File: config.mk
export PLATFORM = sky130hd
export DESIGN_NAME = div_unit_flat
export DESIGN_NICKNAME = d
export VERILOG_FILES = /design/src/rtl/div_unit_if.sv /design/src/rtl/div_unit.sv /design/src/flat_wrapper.sv
export SDC_FILE = /design/constraint.sdc
export NUM_CORES = 1
export LEC_CHECK = 0
export ABC_AREA = 1
export BUFFER_PORTS_ARGS = -buffer_cell sky130_fd_sc_hd__buf_4
export CORE_MARGIN = 5
export CORE_UTILIZATION = 40
export CTS_CLUSTER_SIZE = 24
export DETAILED_ROUTE_END_ITERATION = 8
export SYNTH_ARGS = -nofsm -noshare
export SYNTH_HDL_FRONTEND = slang
export SYNTH_SLANG_ARGS = --single-unit
export TNS_END_PERCENT = 10
File: constraint.sdc
create_clock -name clk -period 3.05 [get_ports clk]
set_input_delay 0.1525 -clock clk [delete_from_list [all_inputs] [get_ports clk]]
set_output_delay 0.1525 -clock clk [all_outputs]
set_load 0.01 [all_outputs]
File: src/rtl/div_unit_if.sv
// Handshake and data bundle for the 32-bit divider: request side driven by the
// master, status and results driven by the divider.
interface div_unit_if;
  logic        start;
  logic        sgn;
  logic [31:0] sr;
  logic [31:0] tg;
  logic        busy;
  logic        done;
  logic        dz;
  logic [31:0] lo;
  logic [31:0] hi;

  modport master (output start, sgn, sr, tg, input busy, done, dz, lo, hi);
  modport slave  (input start, sgn, sr, tg, output busy, done, dz, lo, hi);
endinterface

File: src/rtl/div_unit.sv
// Iterative 32-bit restoring divider (DIV/DIVU): one quotient bit per cycle,
// a final sign-fix cycle, and a fixed 33-cycle latency (1 cycle on divide-by-zero).
module div_unit (
  input  logic       clk,
  input  logic       rst_n,
  div_unit_if.slave  bus
);

  localparam logic [1:0] IDLE = 2'd0;
  localparam logic [1:0] CALC = 2'd1;
  localparam logic [1:0] FIX  = 2'd2;

  logic [1:0]  state;
  logic [31:0] rem;
  logic [31:0] quo;
  logic [31:0] dvs;
  logic [4:0]  cnt;
  logic        neg_quo;
  logic        neg_rem;
  logic        dz_pend;
  logic [31:0] lo_q;
  logic [31:0] hi_q;
  logic        dz_q;
  logic        done_q;

  logic [31:0] sr_mag;
  logic [31:0] tg_mag;
  logic [32:0] shifted;
  logic [32:0] diff;

  assign sr_mag  = (bus.sgn && bus.sr[31]) ? (~bus.sr + 32'd1) : bus.sr;
  assign tg_mag  = (bus.sgn && bus.tg[31]) ? (~bus.tg + 32'd1) : bus.tg;
  assign shifted = {rem, quo[31]};
  // Bit 32 of the 33-bit difference is the borrow: set means the divisor did not fit.
  assign diff    = shifted - {1'b0, dvs};

  assign bus.busy = (state != IDLE);
  assign bus.done = done_q;
  assign bus.dz   = dz_q;
  assign bus.lo   = lo_q;
  assign bus.hi   = hi_q;

  // NOTE: every register here is a flop with an async clear and is written with
  // non-blocking assignments; there is no memory array, so nothing is left unreset.
  always_ff @(posedge clk or negedge rst_n) begin
    if (!rst_n) begin
      state   <= IDLE;
      rem     <= '0;
      quo     <= '0;
      dvs     <= '0;
      cnt     <= '0;
      neg_quo <= 1'b0;
      neg_rem <= 1'b0;
      dz_pend <= 1'b0;
      lo_q    <= '0;
      hi_q    <= '0;
      dz_q    <= 1'b0;
      done_q  <= 1'b0;
    end else begin
      done_q <= 1'b0;
      case (state)
        IDLE: begin
          if (bus.start) begin
            neg_quo <= bus.sgn & (bus.sr[31] ^ bus.tg[31]);
            neg_rem <= bus.sgn & bus.sr[31];
            rem     <= '0;
            dvs     <= tg_mag;
            cnt     <= 5'd31;
            if (bus.tg == 32'd0) begin
              // Divide-by-zero keeps the raw dividend so it can be returned in hi.
              dz_pend <= 1'b1;
              quo     <= bus.sr;
              state   <= FIX;
            end else begin
              dz_pend <= 1'b0;
              quo     <= sr_mag;
              state   <= CALC;
            end
          end
        end
        CALC: begin
          if (!diff[32]) begin
            rem <= diff[31:0];
            quo <= {quo[30:0], 1'b1};
          end else begin
            rem <= shifted[31:0];
            quo <= {quo[30:0], 1'b0};
          end
          cnt <= cnt - 5'd1;
          if (cnt == 5'd0) state <= FIX;
        end
        FIX: begin
          done_q <= 1'b1;
          state  <= IDLE;
          if (dz_pend) begin
            lo_q <= 32'hFFFF_FFFF;
            hi_q <= quo;
            dz_q <= 1'b1;
          end else begin
            lo_q <= neg_quo ? (~quo + 32'd1) : quo;
            hi_q <= neg_rem ? (~rem + 32'd1) : rem;
            dz_q <= 1'b0;
          end
        end
        default: state <= IDLE;
      endcase
    end
  end

endmodule

File: src/flat_wrapper.sv
// flat-port wrapper written by rule: the top's interface ports become plain ports
module div_unit_flat 
  (clk, rst_n, bus_start, bus_sgn, bus_sr, bus_tg, bus_busy, bus_done, bus_dz, bus_lo, bus_hi);
  div_unit_if bus_i ();
  input  logic clk;
  input  logic rst_n;
  input wire logic [$bits(bus_i.start)-1:0] bus_start;
  input wire logic [$bits(bus_i.sgn)-1:0] bus_sgn;
  input wire logic [$bits(bus_i.sr)-1:0] bus_sr;
  input wire logic [$bits(bus_i.tg)-1:0] bus_tg;
  output wire logic [$bits(bus_i.busy)-1:0] bus_busy;
  output wire logic [$bits(bus_i.done)-1:0] bus_done;
  output wire logic [$bits(bus_i.dz)-1:0] bus_dz;
  output wire logic [$bits(bus_i.lo)-1:0] bus_lo;
  output wire logic [$bits(bus_i.hi)-1:0] bus_hi;
  assign bus_i.start = bus_start;
  assign bus_i.sgn = bus_sgn;
  assign bus_i.sr = bus_sr;
  assign bus_i.tg = bus_tg;
  assign bus_busy = bus_i.busy;
  assign bus_done = bus_i.done;
  assign bus_dz = bus_i.dz;
  assign bus_lo = bus_i.lo;
  assign bus_hi = bus_i.hi;
  div_unit u_core (.clk(clk), .rst_n(rst_n), .bus(bus_i));
endmodule
== Word-level counts from Yosys, hierarchy flattened ==
Index checks and enable logic that the tools add are counted.
Word-level totals
  register bits: 172
  bits of input ports: 68
  output and inout port bits: 67
  logic and storage cells: 61
Cells by class
  add/subtract/negate cells: 6
  equality and inequality tests: 4
  mux-type cells: 22
  bitwise logic cells: 7
  reduce and logical (&&, ||, !) cells: 10
Operator list (number)
  32-bit 2-to-1 mux: 10
  32-bit by 1-bit adder with 32-bit output, second input constant: 4
  32-bit inverter: 4
  32-bit one-hot mux with 2 select lines: 2
  33-bit by 32-bit subtractor with 33-bit output: 1
  32-bit zero test: 1
  5-bit one-hot mux with 2 select lines: 1
  2-bit 2-to-1 mux: 3
  2-bit AND reduction: 3
  5-bit zero test: 1
  5-bit 2-to-1 mux: 1
  5-bit by 1-bit subtractor with 5-bit output, second input constant: 1
  1-bit 2-to-1 mux: 4
  2-bit one-hot mux with 2 select lines: 1
  2-bit nonzero test: 2
  1-bit AND: 2
  2-bit by 1-bit equality test with 1-bit output, second input constant: 1
  2-bit equality test, second input constant: 1
  1-bit logical AND: 2
  2-bit zero test: 1
  2-bit by 1-bit inequality test with 1-bit output, second input constant: 1
  2-bit inequality test, second input constant: 1
  1-bit XOR: 1

== Longest topological paths before layout ==
Gate-level depths: netlist (run 1).
  depth in word-level cells: 6
  depth in mapped cells: 18
  gate-level depth less buffers: 18

== Least setup slack after synthesis (run 1) ==
No wires, ideal clock.
  kind: register to register
  start: reg u_core.quo[31]
  end: reg u_core.rem[10]
  setup time: 117 ps
  arrival time: 2042 ps
  required time: 2933 ps
  setup slack: 891 ps
  cell stages (with the launch flop): 19
  path buffers: 1
  clock period less this slack: 2159 ps
  cells stage by stage: dfrtp_1 inv_1 ha_1 fa_1 inv_1 nand2_1 nand2_1 nand3_1 nand2_2 nand2_2 nand2_2 nand2_2 nand2_2 nand2_2 nand2_4 buf_8 nand2_1 nand3_1 nand2_1
On the way
  word-level cells in the longest chain between the ends: 3
RTL lines
  start, declared: line div_unit.sv:15  | logic [31:0] quo;
  start signal, assigned: line div_unit.sv:72  | quo <= bus.sr;
  start signal, assigned: line div_unit.sv:76  | quo <= sr_mag;
  start signal, assigned: line div_unit.sv:84  | quo <= {quo[30:0], 1'b1};
  33-bit by 32-bit subtractor with 33-bit output: line div_unit.sv:35  | assign diff = shifted - {1'b0, dvs};
  32-bit 2-to-1 mux: line div_unit.sv:82  | if (!diff[32]) begin
  32-bit one-hot mux with 2 select lines: line div_unit.sv:61  | case (state)
  end signal, assigned: line div_unit.sv:83  | rem <= diff[31:0];
  end signal, assigned: line div_unit.sv:86  | rem <= shifted[31:0];
  end, declared: line div_unit.sv:14  | logic [31:0] rem;
No other way between the ends.
A chain may end at the register's enable or synchronous reset.

== Worst setup path after layout (run 1) ==
  start: reg u_core.rem[13]
  end: reg u_core.rem[19]
On the way
  word-level cells in the longest chain between the ends: 3
RTL lines (line)
  33-bit by 32-bit subtractor with 33-bit output: div_unit.sv:35
  32-bit 2-to-1 mux: div_unit.sv:82
  32-bit one-hot mux with 2 select lines: div_unit.sv:61
No other way between the ends.

==> results of run 1 <==
## what timing repair did
item                                    4_1_cts  5_1_grt
endpoints found under the setup margin        0        0
hold buffers                                  6        0
hold endpoints to repair                     55        0
## power breakdown
part	total (µW)	switching, µW	internal [µW]
registers	4530	1140	3390
clock network	2310	1180	1120
logic	12500	8280	4200
total	19300	10600	8720
## stage by stage
stage               utilization  hold slack [ns]  power [µW]  setup slack [ns]
floorplan                     -           -0.143       13000             0.891
global placement          0.452            0.155       16700             0.482
detailed placement        0.452            0.160       16900             0.535
CTS                       0.472          0.00396       19300             0.490
global route              0.472           0.0374       21100             0.222
finish                    0.472           0.0151       19300             0.368
## layer usage
metal  vias up  track usage  part of all wire
met5         -            0                 0
met4         0       0.0603             0.019
met3        51       0.0441             0.067
met2       471        0.375              0.43
met1      6426        0.378              0.48
li1       6867            -                 -
## how the worst max path moves through the flow
stage                                           from                          to  slack (ns)
after floorplan           u_core.quo[31]$_DFFE_PN0P_  u_core.rem[10]$_DFFE_PN0P_        0.89
after global placement    u_core.rem[13]$_DFFE_PN0P_  u_core.rem[19]$_DFFE_PN0P_        0.48
after detailed placement  u_core.rem[13]$_DFFE_PN0P_  u_core.rem[19]$_DFFE_PN0P_        0.54
after CTS                 u_core.rem[13]$_DFFE_PN0P_  u_core.rem[19]$_DFFE_PN0P_        0.49
after global routing      u_core.rem[13]$_DFFE_PN0P_  u_core.rem[19]$_DFFE_PN0P_        0.22
final                     u_core.rem[13]$_DFFE_PN0P_  u_core.rem[19]$_DFFE_PN0P_        0.37
## cells by family after synthesis
| kind of cell | after synthesis | share of synthesized area |
|---|---|---|
| and+or+nand+nor | 1174 | 0.376 |
| buffers and inverters | 371 | 0.110 |
| AOI/OAI and AO/OA | 269 | 0.116 |
| DFF | 172 | 0.323 |
| xor gates and xnor gates | 59 | 0.0387 |
| adders and majority gates | 39 | 0.0371 |
## final cells by class
cell class / count / area [µm²] / share of cell area
multi-input cells: 1541 / 7570 / 0.490
flip-flops and latches: 172 / 4300 / 0.279
repair buffers: 160 / 1240 / 0.0807
inverters: 308 / 1160 / 0.0749
well taps: 442 / 553 / 0.0358
clock buffers: 17 / 425 / 0.0276
clock inverters: 15 / 181 / 0.0118
## sequential cells by signal, indices dropped and copies added, names as in the netlist
register	flops
u_core.rem	32
u_core.quo	32
u_core.dvs	32
u_core.bus.hi	32
u_core.bus.done	1
u_core.neg_rem	1
u_core.bus.dz	1
u_core.neg_quo	1
u_core.cnt	5
u_core.state	2
u_core.bus.lo	32
u_core.dz_pend	1
## worst reg2reg max path, delay by kind of cell, from the launching register on
family	cells	cell delay, ns
buffers and inverters	1	0.07
DFF	1	0.50
and+or+nand+nor	10	1.56
adders and majority gates	1	0.43
## layout by cell type, fill, tap and decap left out, types with 12 or more instances in the layout
master	n
a21oi_1	70
a31oi_1	16
buf_4	151
clkbuf_16	17
dfrtp_1	172
ha_1	38
inv_1	298
nand2_1	674
nand2_2	23
nand3_1	171
nand3b_1	12
nand4_1	25
nor2_1	189
nor3_1	36
o21ai_0	104
o21ai_1	19
o221ai_1	16
xnor2_1	15
xor2_1	44
==> metrics, run 1 <==
status complete, no violations; Post-DP Area 14800 µm²; wire length per cell 17.6 µm; # IOs 135; GRT Util Overall 0.252; CTS root buffer clkbuf_16; max_cap viols 0; share of cells above drive strength 1 0.113; Routed Antenna Nets 0; cell with the most instances after synthesis nand2_1; total die area 37100 µm²; critical path class reg -> reg; worst reg2reg startpoint u_core.rem[13]$_DFFE_PN0P_; top cell type's share of synthesized area 0.323; total number of vias 13800; Synth Flop Type dfrtp_1; Core Area 32700 µm²; cell count after placement 2617; VDD IR max 0.000774 V; Syn Inst Count 2084; Final setup viols 0; H-tree depth 4; family with the most delay on the worst path simple AND/OR/NAND/NOR gates; Initial Util 0.408; clock slew at reported path FFs 0.09 ns; RePlAce Congestion 0.971; number of hold violations in the final report 0; most used cell, CP nand2_1; Max stage delay on crit path 0.50 ns; TritonRoute pass-1 iters 5; Die X 193 µm; filler instances 3480; number of vias per cell 5.20; Yosys reg bits 172; slew margin rel. 0.477; initial antenna violation count 1; buffer count from post-CTS setup fixing 0; leakage power 0.00797 µW; Final Critical Period 2.68 ns; number of enable flip-flop cells after synthesis 0; Cell Area, Synth 13300 µm²; worst path cell trace ha_1, nand2_1, nor2_1, inv_1, nor3_1, nand3_1, nand3_1, nand2_1, nand2_1, nand2_1, nand3_1, nand2_1; Synth top cells by count 674 x nand2_1, 298 x inv_1, 189 x nor2_1; critical path's slowest cell dfrtp_1; period utilization 0.879; PortBufs 134; chip height 193 µm; Hold Path Origin bus_sr[28]; Worst path depth 12; Nets 2307; post-synthesis sequential area ratio 0.323; CTS tree done; Cell Count, Final, Fillers Out 2655; Worst R2R End u_core.rem[19]$_DFFE_PN0P_; CTS resizes 0; PD cells 1250 nW/µm²; Mean Syn Cell Area 6.40 µm²; Sink Count 172; Area contributors post-synth dfrtp_1 32%, nand2_1 19%, inv_1 8.4%, nand3_1 6.4%, nor2_1 5.3%; total CTS buffers 17; post-synth top area cell dfrtp_1; syn_nets 2191; Worst Hold Depth 5; Yosys cell types 48; Max FO, Critical Path 6; vias in the first global route 12900; largest net degree at the start of global routing 88; R2R Setup Slk 0.37 ns; startpoint class of the critical path flip-flop; CP arrival 3.03 ns; Initial DRC Count 1348; RSZ-0062 raised after global routing no; skew final 0.0242 ns; Yosys warnings 0; Worst Tran Pin Value 0.783 ns; global-route wire length before repair 72900 µm; Final Max Tran Viols 0; post-synthesis async set-or-reset flop share 1.00; CP bufs+invs 1; ant diodes 0; area growth from synthesis to layout 15.7%; Worst setup EP type flip-flop; TNS Setup 0 ns; DRC errors left 0; R2R cell count 12; HPWL Detailed 36900 µm; Hold WC Path Type in -> reg; total gr overflow 0; Fmax 0.373 GHz; fin area 15400 µm²; WL final 46800 µm; Worst-Skew Late Latency 0.47 ns; Hold EP u_core.quo[28]$_DFFE_PN0P_; # rows 66; CTS Buffer Depth 2; critical path required time 3.40 ns
Power figures use the tool's default switching activity.
==> inputs of run 2 (changes only) <==
Settings changed: CORE_ASPECT_RATIO from default to 0.9.
==> run 2 against run 1 <==
First-iteration DRC count fell by 5.6%. Clock power barely moved. Utilization fell by 0.53 points. Sequential power rose by 0.9%. Register-to-register slack improved by 0.03 ns. Wire length rose by 0.42%. Clock skew fell by 0.0098 ns. Clock-buffer cell count rose by 1. Global-route usage fell by 0.25 points. Sequential share of layout area rose by 0.10 points. Critical endpoint unchanged. Largest power group unchanged.
==> metrics, run 2 (synthesized netlist as in run 1, its figures left out) <==
Hold WC Path Type in -> reg; worst reg2reg startpoint u_core.rem[13]$_DFFE_PN0P_; R2R cell count 12 (unchanged); total gr overflow 0 (unchanged); VDD IR max 0.000638 V (-18%); Final Critical Period 2.65 ns (-0.0282 ns); filler instances 3455 (-0.72%); FF/Latch Area 4300 µm² (unchanged); vias in the first global route 12900 (-0.23%); GRT Util Overall 0.249 (-0.00246); H-tree depth 4 (unchanged); skew final 0.0144 ns (-0.00977 ns); # IOs 135 (unchanged); commonest non-fill, non-tap cells in the layout 674 x nand2_1, 298 x inv_1, 189 x nor2_1, 172 x dfrtp_1, 171 x nand3_1; total CTS buffers 17 (unchanged); CTS Buffer Depth 2 (unchanged); CTS root buffer clkbuf_16; buffer count from post-CTS setup fixing 0 (unchanged); clock slew at reported path FFs 0.08 ns (about the same); RePlAce Congestion 0.964 (-0.71%); area growth from synthesis to layout 15.3%; Max stage delay on crit path 0.50 ns (about the same); footprint of the multi-input gates 7570 µm² (unchanged); critical path class reg -> reg; CTS hold repair buffers 4 (-2); critical path's slowest cell dfrtp_1; period utilization 0.870 (-0.00925); Worst setup startpoint u_core.rem[13]$_DFFE_PN0P_; Die X 202 µm (+5.1%); Worst R2R End u_core.rem[19]$_DFFE_PN0P_; most used cell, CP nand2_1; # rows 63 (-4.5%); TNS Setup 0 ns (unchanged); slew margin rel. 0.475 (-0.00255); CP arrival 2.99 ns (-0.04 ns); startpoint class of the critical path flip-flop; Worst Tran Pin Value 0.787 ns (+0.00381 ns); share of cells above drive strength 1 0.113 (-0.000350); status complete, no violations; Cell Count, Final, Fillers Out 2633 (-0.83%); wire length per cell 17.9 µm (+1.3%); Core Area 32900 µm² (+0.76%); largest net degree at the start of global routing 69 (-22%); Final setup viols 0 (unchanged); leakage power 0.00795 µW (-0.31%); cell count after placement 2598 (-0.73%); WL final 47000 µm (+0.42%); Max FO, Critical Path 6 (unchanged); worst path cell trace ha_1, nand2_1, nor2_1, inv_1, nor3_1, nand3_1, nand3_1, nand2_1, nand2_1, nand2_1, nand3_1, nand2_1; total die area 37100 µm² (about the same); PortBufs 134 (unchanged); HPWL Detailed 37100 µm (+0.50%); Finished Core Util 0.467 (-0.00526); global-route wire length before repair 73100 µm (+0.30%); Fmax 0.377 GHz (+1.1%); ant diodes 0 (unchanged); PD cells 1250 nW/µm² (about the same); Routed Antenna Nets 0 (unchanged); number of hold violations in the final report 0 (unchanged); worst setup path endpoint u_core.rem[19]$_DFFE_PN0P_; Sink Count 172 (unchanged); Initial Util 0.405 (-0.00307); CTS resizes 0 (unchanged); CTS tree done; max_cap viols 0 (unchanged); most common cell after layout, fill and taps aside nand2_1; RSZ-0062 raised after global routing no; Worst setup EP type flip-flop; Initial DRC Count 1273 (-5.6%); initial antenna violation count 0 (-1); Final Max Tran Viols 0 (unchanged); number of vias per cell 5.28 (+1.5%); Nets 2306 (-0.043%); critical path required time 3.38 ns (-0.02 ns); TritonRoute pass-1 iters 6 (+1); Worst-Skew Late Latency 0.44 ns (-0.03 ns); DRC errors left 0 (unchanged); chip height 183 µm (-4.9%); total number of vias 13900 (+0.66%); R2R Setup Slk 0.40 ns (+0.03 ns)
run 2: cell count changes in the layout (fill, tap and decap cells not counted), sizes merged:
cell,before,now
inv,318,313
buf,154,155
clkinvlp,0,4
clkinv,5,2
bufinv,0,2
clkbuf,17,18
dlygate4sd3,6,4
run 2: area by class of cell:
class / instances / share of cell area
clock inverters: 13 / 0.0103
inverters: 308 / 0.0752
clock buffers: 18 / 0.0279
multi-input cells: 1541 / 0.492
well taps: 422 / 0.0343
repair buffers: 159 / 0.0801
flip-flops and latches: 172 / 0.280
run 2: how the worst min path moves through the flow:
stage / start / to / slack (ns) / cells past startpoint
detailed placement: rst_n / u_core.dvs[16]$_DFFE_PN0P_ / 0.23 / 1
global route: bus_sr[31] / u_core.neg_quo$_DFFE_PN0P_ / 0.02 / 4
global placement: rst_n / u_core.dvs[15]$_DFFE_PN0P_ / 0.22 / 1
floorplan: rst_n / u_core.bus.done$_DFF_PN0_ / -0.14 / 0
CTS: bus_tg[27] / u_core.dvs[27]$_DFFE_PN0P_ / 0.001 / 4
finish: bus_tg[27] / u_core.dvs[27]$_DFFE_PN0P_ / 0.02 / 4
run 2: layer usage:
metal,global-route usage,wire [µm],share of wire
met1,0.376,22800,0.49
met2,0.368,19700,0.42
met3,0.0578,3950,0.084
met4,0.0470,586,0.012
met5,0,0,0
run 2: where the power goes:
group / internal [µW] / switching, µW
logic: 4200 / 8210
clock network: 1230 / 1050
registers: 3390 / 1180
total: 8820 / 10400
run 2: metrics by stage:
stage	hold slack [ns]	area [µm²]	total power, µW	setup slack [ns]
global placement	0.220	14800	16700	0.562
finish	0.0237	15400	19300	0.397
detailed placement	0.228	14800	16800	0.511
CTS	0.00124	15400	19200	0.497
floorplan	-0.143	13300	13000	0.891
global route	0.0216	15400	21000	0.252
run 2: critical path, delay by kind of cell (launching register included):
family	cells	cell delay, ns
fa+ha+maj	1	0.45
buf+inv	1	0.07
flops	1	0.50
simple gates	10	1.53
==> inputs of run 3 (changes only) <==
Settings changed: ABC_AREA 1 to default, MAX_ROUTING_LAYER from default to met4.
==> run 3 against run 2 <==
The run now ends with negative setup slack left. First-iteration DRC count down 18%. Area after synthesis is 12% lower. Power shrank 4.2%.
==> metrics, run 3 <==
Initial Util 0.404 (-0.000442); Core Area 28900 µm² (-12%); CTS Buffer Depth 2 (unchanged); PnR worst setup slack -0.317 ns (-0.714 ns); share of cells above drive strength 1 0.214 (+0.101); PortBufs 134 (unchanged); CTS root buffer clkbuf_16; H-tree depth 4 (unchanged); slew margin rel. 0.416 (-0.0587); PD cells 1240 nW/µm² (-0.70%); FF/Latch Area 4310 µm² (about the same); Worst-Skew Late Latency 0.44 ns (about the same); footprint of the multi-input gates 6900 µm² (-8.9%); most used cell, CP or4_4; post-synthesis sequential area ratio 0.369 (+0.0461); filler instances 2827 (-18%); number of enable flip-flop cells after synthesis 0 (unchanged); number of hold violations in the final report 0 (unchanged); fin area 14800 µm² (-3.5%); Synth Flop Type dfrtp_1; DRC errors left 0 (unchanged); Die X 190 µm (-6.1%); CP arrival 3.70 ns (+0.71 ns); RePlAce Congestion 0.896 (-7.1%); number of vias per cell 5.52 (+4.4%); status complete, but fails checks; max_cap viols 0 (unchanged); critical path class reg -> reg; TritonRoute pass-1 iters 6 (unchanged); Max stage delay on crit path 0.54 ns (+0.04 ns); startpoint class of the critical path flip-flop; Worst setup EP type flip-flop; worst reg2reg startpoint u_core.quo[12]$_DFFE_PN0P_; vias in the first global route 10700 (-17%); ant diodes 0 (unchanged); leakage power 0.00650 µW (-18%); skew final 0.0184 ns (+0.00396 ns); syn_nets 1537 (-30%); Final Max Tran Viols 0 (unchanged); critical path required time 3.39 ns (about the same); Yosys cell types 64 (+33%); CTS tree done; total gr overflow 0 (unchanged); Post-DP Area 14000 µm² (-4.8%); WL final 36900 µm (-22%); failing checks negative setup slack; post-synthesis async set-or-reset flop share 1.00 (unchanged); Hold Path Origin bus_tg[11]; clock slew at reported path FFs 0.08 ns (about the same); # IOs 135 (unchanged); RSZ-0062 raised after global routing yes; Synth top cells by count 217 x nand2_1, 172 x dfrtp_1, 129 x o21ai_0; Final Critical Period 3.37 ns (+0.714 ns); Final setup viols 17 (+17); TNS Setup -1.25 ns (-1.25 ns); top cell type's share of synthesized area 0.369 (+0.0461); post-synth top area cell dfrtp_1; commonest non-fill, non-tap cells in the layout 271 x buf_4, 216 x nand2_1, 169 x dfrtp_1, 125 x o21ai_0, 108 x a21oi_1; wire length per cell 18.0 µm (+0.83%); initial antenna violation count 0 (unchanged); global-route wire length before repair 59000 µm (-19%); most common cell after layout, fill and taps aside buf_4; chip height 172 µm (-6.1%); HPWL Detailed 28300 µm (-24%); Nets 1745 (-24%); area growth from synthesis to layout 27.1%; family with the most delay on the worst path simple AND/OR/NAND/NOR gates; Worst setup startpoint u_core.quo[12]$_DFFE_PN0P_; Cell Area, Synth 11700 µm² (-12%); total die area 32700 µm² (-12%); CP bufs+invs 0 (-1); worst path cell trace or4_4, or4_4, or3_4, or4_4, or4_4, o31ai_4, xnor2_1, nor3_1, nor2_1; Initial DRC Count 1042 (-18%); Max FO, Critical Path 3 (-3); Fmax 0.297 GHz (-21%); period utilization 1.10 (+0.234); Area contributors post-synth dfrtp_1 37%, nand2_1 7.0%, xor2_1 6.2%, o21ai_0 5.5%, xnor2_1 4.7%; Yosys warnings 0 (unchanged); # rows 59 (-6.3%); GRT Util Overall 0.234 (-0.0155); cell with the most instances after synthesis nand2_1; total CTS buffers 17 (unchanged); VDD IR max 0.000590 V (-7.6%); Sink Count 172 (unchanged); Worst Tran Pin Value 0.876 ns (+0.0889 ns); largest net degree at the start of global routing 61 (-12%); Mean Syn Cell Area 8.16 µm² (+28%); Syn Inst Count 1430 (-31%); total number of vias 11300 (-19%); buffer count from post-CTS setup fixing 0 (unchanged); Routed Antenna Nets 0 (unchanged); Yosys reg bits 172 (unchanged); Hold WC Path Type in -> reg; critical path's slowest cell or4_4
-- run 3: report_power, final --
group,total [µW],internal (µW),switching [µW]
clock,2430,1290,1140
combinational,11600,5140,6430
sequential,4450,3380,1060
-- run 3: worst paths after layout --
check / slack, ns / depth (start not counted) / to
max: -0.32 / 9 / u_core.bus.lo[28]$_DFFE_PN0P_
min: 0.007 / 3 / u_core.dvs[11]$_DFFE_PN0P_
max reg2reg: -0.32 / 9 / u_core.bus.lo[28]$_DFFE_PN0P_
min reg2reg: 0.48 / 2 / u_core.bus.hi[18]$_DFFE_PN0P_
max in group asynchronous: 2.01 / 3 / u_core.rem[10]$_DFFE_PN0P_
min in group asynchronous: 0.24 / 2 / u_core.dvs[11]$_DFFE_PN0P_
-- run 3: metrics by stage --
stage	utilization	setup slack, ns	std cells	hold slack, ns	power (µW)
3_3_place_gp	0.486	-0.200	2011	0.182	15600
3_5_place_dp	0.486	-0.226	2011	0.185	15800
2_1_floorplan	-	-0.269	1430	-0.143	11200
4_1_cts	0.512	-0.231	2047	0.000556	18300
6_report	0.514	-0.317	2047	0.00740	18400
5_1_grt	0.514	-0.406	2047	0.0294	19900
-- run 3: repair_timing --
action	4_1_cts	5_1_grt
hold buffers	4	0
setup endpoints to repair	39	46
pin swaps	22	13
gates resized for setup	11	13
endpoints found under the hold margin	57	0
-- run 3: layer usage --
layer  wire, µm  track usage
met5          0            -
met1      18100        0.355
met2      15200        0.326
met4        750       0.0635
met3       2850       0.0313
-- run 3: final cells by class --
type	count	area share
Multi-Input combinational cell	1102	0.465
Sequential cell	172	0.290
Timing Repair Buffer	285	0.152
Tap cell	396	0.0334
Clock buffer	17	0.0287
Clock inverter	15	0.0161
Inverter	60	0.0152
-- run 3: logic make-up after synthesis --
logic type / count (synthesis) / share of synthesized area
muxes: 10 / 0.00858
and+or+nand+nor: 484 / 0.191
DFF: 172 / 0.369
xor gates and xnor gates: 145 / 0.109
buffers and inverters: 156 / 0.0510
AOI/OAI and AO/OA: 424 / 0.229
adders and majority gates: 39 / 0.0424
-- run 3: worst min-delay path, cell delays in order --
cell     delay (ns)
buf_4          0.09
xnor2_1        0.10
o21ai_0        0.07
